--- src/rtl/uart_pkg.sv ---
// Shared definitions for the UART transmit path (and the planned receiver).
//   PAR_NONE / PAR_EVEN / PAR_ODD : parity-mode encodings of cfg_parity
//                                   (2'b11 also means no parity)
//   uart_tx_state_t               : serialiser FSM state encoding
//   parity_enabled()              : true when a mode inserts a parity bit
package uart_pkg;

    localparam logic [1:0] PAR_NONE = 2'b00;
    localparam logic [1:0] PAR_EVEN = 2'b01;
    localparam logic [1:0] PAR_ODD  = 2'b10;

    typedef enum logic [2:0] {
        IDLE   = 3'd0,
        START  = 3'd1,
        DATA   = 3'd2,
        PARITY = 3'd3,
        STOP   = 3'd4
    } uart_tx_state_t;

    function automatic logic parity_enabled(input logic [1:0] mode);
        return (mode == PAR_EVEN) || (mode == PAR_ODD);
    endfunction

endpackage

--- src/rtl/uart_fifo.sv ---
// Synchronous FIFO with an explicit occupancy counter.
//   clk, reset  : rising-edge clock, asynchronous active-high reset
//   push        : write push_data (ignored when full)
//   push_data   : entry to write
//   pop         : drop the head entry (ignored when empty)
//   pop_data    : current head entry (valid when !empty)
//   level       : number of stored entries, 0..DEPTH
//   full, empty : level == DEPTH / level == 0
// DEPTH must be a power of two so the pointers wrap naturally.
module uart_fifo #(
    parameter int DEPTH = 4,
    parameter int WIDTH = 8
) (
    input  logic                     clk,
    input  logic                     reset,
    input  logic                     push,
    input  logic [WIDTH-1:0]         push_data,
    input  logic                     pop,
    output logic [WIDTH-1:0]         pop_data,
    output logic [$clog2(DEPTH):0]   level,
    output logic                     full,
    output logic                     empty
);

    localparam int AW    = $clog2(DEPTH);
    localparam int LVL_W = AW + 1;

    logic [WIDTH-1:0] mem [DEPTH];
    logic [AW-1:0]    wr_ptr_q;
    logic [AW-1:0]    rd_ptr_q;
    logic [LVL_W-1:0] level_q;
    logic             push_ok;
    logic             pop_ok;

    assign full     = (level_q == LVL_W'(DEPTH));
    assign empty    = (level_q == '0);
    assign level    = level_q;
    assign pop_data = mem[rd_ptr_q];
    assign push_ok  = push && !full;
    assign pop_ok   = pop && !empty;

    always_ff @(posedge clk) begin
        if (push_ok) begin
            mem[wr_ptr_q] <= push_data;
        end
    end

    always_ff @(posedge clk or posedge reset) begin
        if (reset) begin
            wr_ptr_q <= '0;
            rd_ptr_q <= '0;
            level_q  <= '0;
        end else begin
            if (push_ok) begin
                wr_ptr_q <= wr_ptr_q + AW'(1);
            end
            if (pop_ok) begin
                rd_ptr_q <= rd_ptr_q + AW'(1);
            end
            // Simultaneous push and pop leave the level unchanged.
            case ({push_ok, pop_ok})
                2'b10:   level_q <= level_q + LVL_W'(1);
                2'b01:   level_q <= level_q - LVL_W'(1);
                default: level_q <= level_q;
            endcase
        end
    end

endmodule

--- src/rtl/uart_tx_fifo.sv ---
// Buffered, runtime-configurable UART transmitter.
//   clk, reset    : rising-edge clock, asynchronous active-high reset
//   cfg_div       : bit period in cycles minus one
//   cfg_parity    : 00 none, 01 even, 10 odd, 11 none
//   cfg_stop2     : 0 = one stop bit, 1 = two stop bits
//   tx_data       : byte to queue
//   tx_valid      : tx_data valid; pushed when tx_valid && tx_ready
//   tx_ready      : FIFO not full
//   uart_txd      : registered serial line, idles high
//   uart_tx_busy  : serialiser active or FIFO non-empty
//   fifo_level    : current FIFO occupancy
// Frame configuration is latched when a byte is popped, so changes made
// mid-frame only affect the following frame.
module uart_tx_fifo
    import uart_pkg::*;
#(
    parameter int PAYLOAD_BITS = 8,
    parameter int FIFO_DEPTH   = 4,
    parameter int DIV_WIDTH    = 16
) (
    input  logic                          clk,
    input  logic                          reset,
    input  logic [DIV_WIDTH-1:0]          cfg_div,
    input  logic [1:0]                    cfg_parity,
    input  logic                          cfg_stop2,
    input  logic [PAYLOAD_BITS-1:0]       tx_data,
    input  logic                          tx_valid,
    output logic                          tx_ready,
    output logic                          uart_txd,
    output logic                          uart_tx_busy,
    output logic [$clog2(FIFO_DEPTH):0]   fifo_level
);

    localparam int CNT_W = $clog2(PAYLOAD_BITS + 1);

    uart_tx_state_t          state_q;
    uart_tx_state_t          state_d;

    logic [DIV_WIDTH-1:0]    bit_cnt_q;
    logic [DIV_WIDTH-1:0]    div_q;
    logic [1:0]              par_q;
    logic                    stop2_q;
    logic                    par_bit_q;
    logic                    stop_idx_q;
    logic [CNT_W-1:0]        data_idx_q;
    logic [PAYLOAD_BITS-1:0] shift_q;
    logic                    txd_q;
    logic                    txd_d;

    logic                    fifo_push;
    logic                    fifo_pop;
    logic                    fifo_full;
    logic                    fifo_empty;
    logic [PAYLOAD_BITS-1:0] fifo_head;
    logic                    bit_end;

    assign tx_ready     = ~fifo_full;
    assign fifo_push    = tx_valid && tx_ready;
    assign uart_txd     = txd_q;
    assign uart_tx_busy = (state_q != IDLE) || !fifo_empty;
    assign bit_end      = (bit_cnt_q == div_q);

    uart_fifo #(
        .DEPTH (FIFO_DEPTH),
        .WIDTH (PAYLOAD_BITS)
    ) u_fifo (
        .clk       (clk),
        .reset     (reset),
        .push      (fifo_push),
        .push_data (tx_data),
        .pop       (fifo_pop),
        .pop_data  (fifo_head),
        .level     (fifo_level),
        .full      (fifo_full),
        .empty     (fifo_empty)
    );

    always_ff @(posedge clk or posedge reset) begin
        if (reset) begin
            state_q <= IDLE;
        end else begin
            state_q <= state_d;
        end
    end

    always_comb begin
        state_d  = state_q;
        fifo_pop = 1'b0;
        case (state_q)
            IDLE: begin
                if (!fifo_empty) begin
                    fifo_pop = 1'b1;
                    state_d  = START;
                end
            end
            START: begin
                if (bit_end) begin
                    state_d = DATA;
                end
            end
            DATA: begin
                if (bit_end && (data_idx_q == CNT_W'(PAYLOAD_BITS - 1))) begin
                    state_d = parity_enabled(par_q) ? PARITY : STOP;
                end
            end
            PARITY: begin
                if (bit_end) begin
                    state_d = STOP;
                end
            end
            STOP: begin
                // Last stop period: chain straight into the next frame if queued.
                if (bit_end && (!stop2_q || stop_idx_q)) begin
                    if (!fifo_empty) begin
                        fifo_pop = 1'b1;
                        state_d  = START;
                    end else begin
                        state_d  = IDLE;
                    end
                end
            end
            default: state_d = IDLE;
        endcase
    end

    // Line level for the current state; registered below so the pin lags
    // the state by exactly one cycle for every bit.
    always_comb begin
        txd_d = 1'b1;
        case (state_q)
            START:   txd_d = 1'b0;
            DATA:    txd_d = shift_q[0];
            PARITY:  txd_d = par_bit_q;
            default: txd_d = 1'b1;
        endcase
    end

    always_ff @(posedge clk or posedge reset) begin
        if (reset) begin
            bit_cnt_q  <= '0;
            div_q      <= '0;
            par_q      <= PAR_NONE;
            stop2_q    <= 1'b0;
            par_bit_q  <= 1'b0;
            stop_idx_q <= 1'b0;
            data_idx_q <= '0;
            shift_q    <= '0;
            txd_q      <= 1'b1;
        end else begin
            txd_q <= txd_d;
            if (fifo_pop) begin
                shift_q    <= fifo_head;
                div_q      <= cfg_div;
                par_q      <= cfg_parity;
                stop2_q    <= cfg_stop2;
                par_bit_q  <= (cfg_parity == PAR_ODD) ? ~(^fifo_head) : ^fifo_head;
                bit_cnt_q  <= '0;
                data_idx_q <= '0;
                stop_idx_q <= 1'b0;
            end else if (state_q != IDLE) begin
                if (bit_end) begin
                    bit_cnt_q <= '0;
                    if (state_q == DATA) begin
                        shift_q    <= shift_q >> 1;
                        data_idx_q <= data_idx_q + CNT_W'(1);
                    end
                    if (state_q == STOP) begin
                        stop_idx_q <= 1'b1;
                    end
                end else begin
                    bit_cnt_q <= bit_cnt_q + DIV_WIDTH'(1);
                end
            end
        end
    end

endmodule

--- config.mk ---
export PLATFORM = sky130hd
export DESIGN_NAME = uart_tx_fifo
export DESIGN_NICKNAME = d
export VERILOG_FILES = /design/src/rtl/uart_pkg.sv /design/src/rtl/uart_fifo.sv /design/src/rtl/uart_tx_fifo.sv
export SDC_FILE = /design/constraint.sdc
export NUM_CORES = 1
export LEC_CHECK = 0
export CAP_MARGIN = 10
export CORE_ASPECT_RATIO = 0.9
export CORE_MARGIN = 3
export CORE_UTILIZATION = 62
export CTS_CLUSTER_SIZE = 30
export DETAILED_ROUTE_END_ITERATION = 8
export PLACE_DENSITY = 0.94
export SETUP_SLACK_MARGIN = 0.15
export SKIP_LAST_GASP = 1
export SLEW_MARGIN = 20
export SYNTH_ARGS = -nofsm -noshare
export SYNTH_HDL_FRONTEND = slang
export SYNTH_SLANG_ARGS = --single-unit
export TNS_END_PERCENT = 30
--- constraint.sdc ---
create_clock -name clk -period 6.3 [get_ports clk]
set_input_delay 1.26 -clock clk [delete_from_list [all_inputs] [get_ports clk]]
set_output_delay 1.26 -clock clk [all_outputs]
set_load 0.02 [all_outputs]
==> reports/results.env <==
OUTCOME='finished, final reports clean'
POST_CTS_HOLD_BUFFER_COUNT=0
PORTBUFFERS=35
PLACE.GP.CONGESTION=0.811
DIE_HEIGHT_UM=85.2
SLEW_AT_THE_PIN_WITH_THE_WORST_MAX_SLEW_SLACK_NS=0.751
CLOCK_SINK_COUNT=92
WORST-PATH-MAX-FANOUT=8
GROUTE.LAYER.MET3.USAGE_PCT=7.27
POSTSYNTH.ASYNCRESETSHARE_PCT=65.2
CLK_PATH_BUF_DEPTH=2
DRT_FIRST_PASS_ITERS=5
MAX_FREQ_GHz=0.265
CRIT_SLOWEST_CELL='sky130_fd_sc_hd__clkdlybuf4s50_1'
CP_DATA_REQUIRED_TIME_NS=5.04
INITIALDRTVIOLATIONCOUNT=274
YOSYS_WARNINGS=0
YOSYSTOPAREACELLSHARE_PCT=34.2
CTS.CLK_SLEW.WORST_PATHS_NS=0.10
PATH_DELAY_FAMILY='buffers and inverters'
GRT.MET1_USAGE_PCT=33.1
CRITICAL_PATH_CLASS='flip-flop to primary output'
ROUTE.VIAS.TOTAL=2841
FINALHOLDVIOLCOUNT=0
DETAIL_ROUTE.WIRELENGTH_MM=8.79
SYN_AVG_CELL_AREA_UM2=13.0
AREA_GROWTH_SYN_TO_LAYOUT_PCT=13.8
CTS-BUFFERS-INSERTED=9
LAYOUT.NETS=403
SETUP_VIOLATIONS=0
SYNTH-SEQ-CELLS=92
TIMING.CRITICAL_PATH.ARRIVAL_NS=2.52
OVERFLOW=0
CRITICAL_PATH_BUF_INV_COUNT=2
DESIGN.CORE.AREA_MM2=0.00666
USE_MET2_PCT=36.9
DRC=0
MOST_FREQUENT_STANDARD_CELL_IN_THE_LAYOUT_EXCLUDING_FILL_AND_TAP_CELLS='sky130_fd_sc_hd__dfrtp_1'
NUMBER_OF_FLOPS_MAPPED_TO_ENABLE_CELLS_BY_YOSYS=32
WORST_IR_DROP_VDD_V=0.000286
CTS_SETUP_BUFFERS=0
CTS.REPAIR.RESIZED=0
SETUP.WORST_PATH.START_CLASS='flip-flop'
SETUP_TNS_NS=0
MOST_FREQUENT_CELLS_IN_THE_LAYOUT='sky130_fd_sc_hd__dfrtp_1, sky130_fd_sc_hd__clkdlybuf4s50_1, sky130_fd_sc_hd__edfxtp_1'
SYNTHESIS.NETS=369
NUM_ANTENNA_CELLS=0
MIN-DELAY-PATH-CLASS='flip-flop to flip-flop'
LEAK_nW=2.01
SLEW_VIOL_FINAL=0
DP_HPWL_MM=6.01
CRITPATHMAXSTAGEDELAY_NS=0.62
RSZ0062_AT_GRT='no'
YS_TYPES=49
DIE_AREA_MM2=0.00800
FP-ROW-COUNT=28
WORST_SLEW_MARGIN_PCT=49.9
FILLER_CELL_COUNT=416
I_O_PIN_COUNT=36
TRITONCTS='built'
MIN_PERIOD_NS=3.78
POWER.DENSITY_mW_PER_MM2=478
GRT_START_MAX_NET_PINS=61
WORST_HOLD_SLACK_NS=0.507
YOSYS_MOST_USED_DFF='sky130_fd_sc_hd__dfrtp_1'
NETLIST_INSTANCES=331
WL_PER_CELL_UM=19.1
CRITICAL_PATH.ENDPOINT_TYPE='primary output'
FINALCLOCKSKEW_NS=0.0107
HTREEDEPTH=3
SYNTH_TOP_AREA_CELL='sky130_fd_sc_hd__dfrtp_1'
GRTUSAGETOTAL_PCT=23.9
MAXCAPVIOLATIONS=0
CTS_ROOT_BUF='sky130_fd_sc_hd__clkbuf_8'
SYNTH.TOP_CELLS.BY_AREA='sky130_fd_sc_hd__dfrtp_1, sky130_fd_sc_hd__edfxtp_1, sky130_fd_sc_hd__xor2_1, sky130_fd_sc_hd__xnor2_1, sky130_fd_sc_hd__mux4_1'
GRT_ANTENNA_BEFORE_REPAIR=0
CLKLATENCYLATEPIN_NS=0.37
POSTROUTEANTENNANETS=0
FIN_CRIT_SH_PCT=60.0
CRIT_CHAIN='nor3_1, and2_1, clkinv_1, clkdlybuf4s50_1'
SYNTH_AREA_MM2=0.00432
GRT_PASS1_VIAS=2923
SEQ_TOTAL_AREA_YOSYS_PCT=57.1
FIRST_PASS_GRT_WIRE_LENGTH_MM=14.6
DRT-VIAS-PER-INSTANCE=6.18
DRIVE_GT1_SHARE_PCT=11.6
FLOORPLAN.DIE.WIDTH_UM=94.0
GLOBALROUTE.BUSIESTLAYER='met2'
INITIAL_UTIL_PCT=64.9
[kinds of logic after synthesis]
group           count (synthesis)  synth area share [%]
mux                            30                  11.2
buf+inv                        28                  3.10
flops                          92                  57.1
simple gates                   88                  10.0
fa+ha+maj                       8                  2.49
xor+xnor                       43                  8.90
compound gates                 42                  7.24
[cells in the mapped netlist, types with 5 or more instances]
cell type	n
sky130_fd_sc_hd__dfrtp_1	59
sky130_fd_sc_hd__edfxtp_1	32
sky130_fd_sc_hd__nor2_1	28
sky130_fd_sc_hd__xor2_1	23
sky130_fd_sc_hd__xnor2_1	19
sky130_fd_sc_hd__inv_1	13
sky130_fd_sc_hd__nand2_1	13
sky130_fd_sc_hd__mux2_4	9
sky130_fd_sc_hd__nor3_1	8
sky130_fd_sc_hd__a21oi_1	7
sky130_fd_sc_hd__a2bb2oi_1	7
sky130_fd_sc_hd__and3_1	7
sky130_fd_sc_hd__ha_1	7
sky130_fd_sc_hd__mux2_2	7
sky130_fd_sc_hd__o2bb2ai_1	7
sky130_fd_sc_hd__clkbuf_1	6
sky130_fd_sc_hd__mux4_1	6
sky130_fd_sc_hd__nand3_1	6
sky130_fd_sc_hd__nand4_1	6
sky130_fd_sc_hd__nor4_1	6
sky130_fd_sc_hd__o21ai_0	6
sky130_fd_sc_hd__mux2_1	5
[final timing paths]
| kind | from | endpoint | slack (ns) | cells past startpoint |
|---|---|---|---|---|
| worst min-delay path | data_idx_q[0] | data_idx_q[0] | 0.51 | 1 |
| min in group asynchronous | reset | u_fifo.wr_ptr_q[0] | 1.40 | 3 |
| worst max register to register | bit_cnt_q[7] | u_fifo.level[1] | 2.83 | 9 |
| worst min register to register | data_idx_q[0] | data_idx_q[0] | 0.51 | 1 |
| max in group asynchronous | reset | u_fifo.rd_ptr_q[1] | 4.38 | 3 |
| worst max-delay path | u_fifo.level[1] | uart_tx_busy | 2.52 | 4 |
[layout make-up]
type | count | area (µm²) | share of cell area, %
repair buffers | 36 | 358 | 7.28
inverters | 15 | 57.6 | 1.17
well taps | 90 | 113 | 2.29
clock buffers | 9 | 124 | 2.52
multi-input cells | 211 | 1720 | 35.0
flip-flops and latches | 92 | 2460 | 50.1
clock inverters | 7 | 78.8 | 1.60
[stage by stage]
| stage | worst slack, ns | total power [mW] | cells | cell area [µm²] | util (%) |
|---|---|---|---|---|---|
| after detailed placement | 2.96 | 1.95 | 444 | 4710 | 70.8 |
| after global routing | 2.41 | 2.49 | 460 | 4910 | 73.8 |
| after floorplan | 3.56 | 1.71 | 331 | 4320 | - |
| after global placement | 3.02 | 1.88 | 444 | 4710 | 70.8 |
| final | 2.52 | 2.35 | 460 | 4910 | 73.8 |
| after CTS | 2.54 | 2.36 | 460 | 4910 | 73.8 |
[routing by layer]
metal	routed length (µm)	share of wire, %
met2	4270	49
met1	3770	43
met3	595	6.8
met5	0	0
met4	152	1.7
[where the power goes]
part	switching, mW	internal (mW)
sequential	0.181	0.819
combinational	0.468	0.481
clock	0.241	0.161
total	0.890	1.46
[flip-flops by register name, indices dropped and copies added (netlist names)]
name             cells
state_q              3
u_fifo.wr_ptr_q      2
stop_idx_q           1
stop2_q              1
u_fifo.level         3
bit_cnt_q           16
par_q                2
u_fifo.rd_ptr_q      2
uart_txd             1
par_bit_q            1
shift_q              8
div_q               16
data_idx_q           4
u_fifo.mem          32
(Power assumes the default switching activity.)
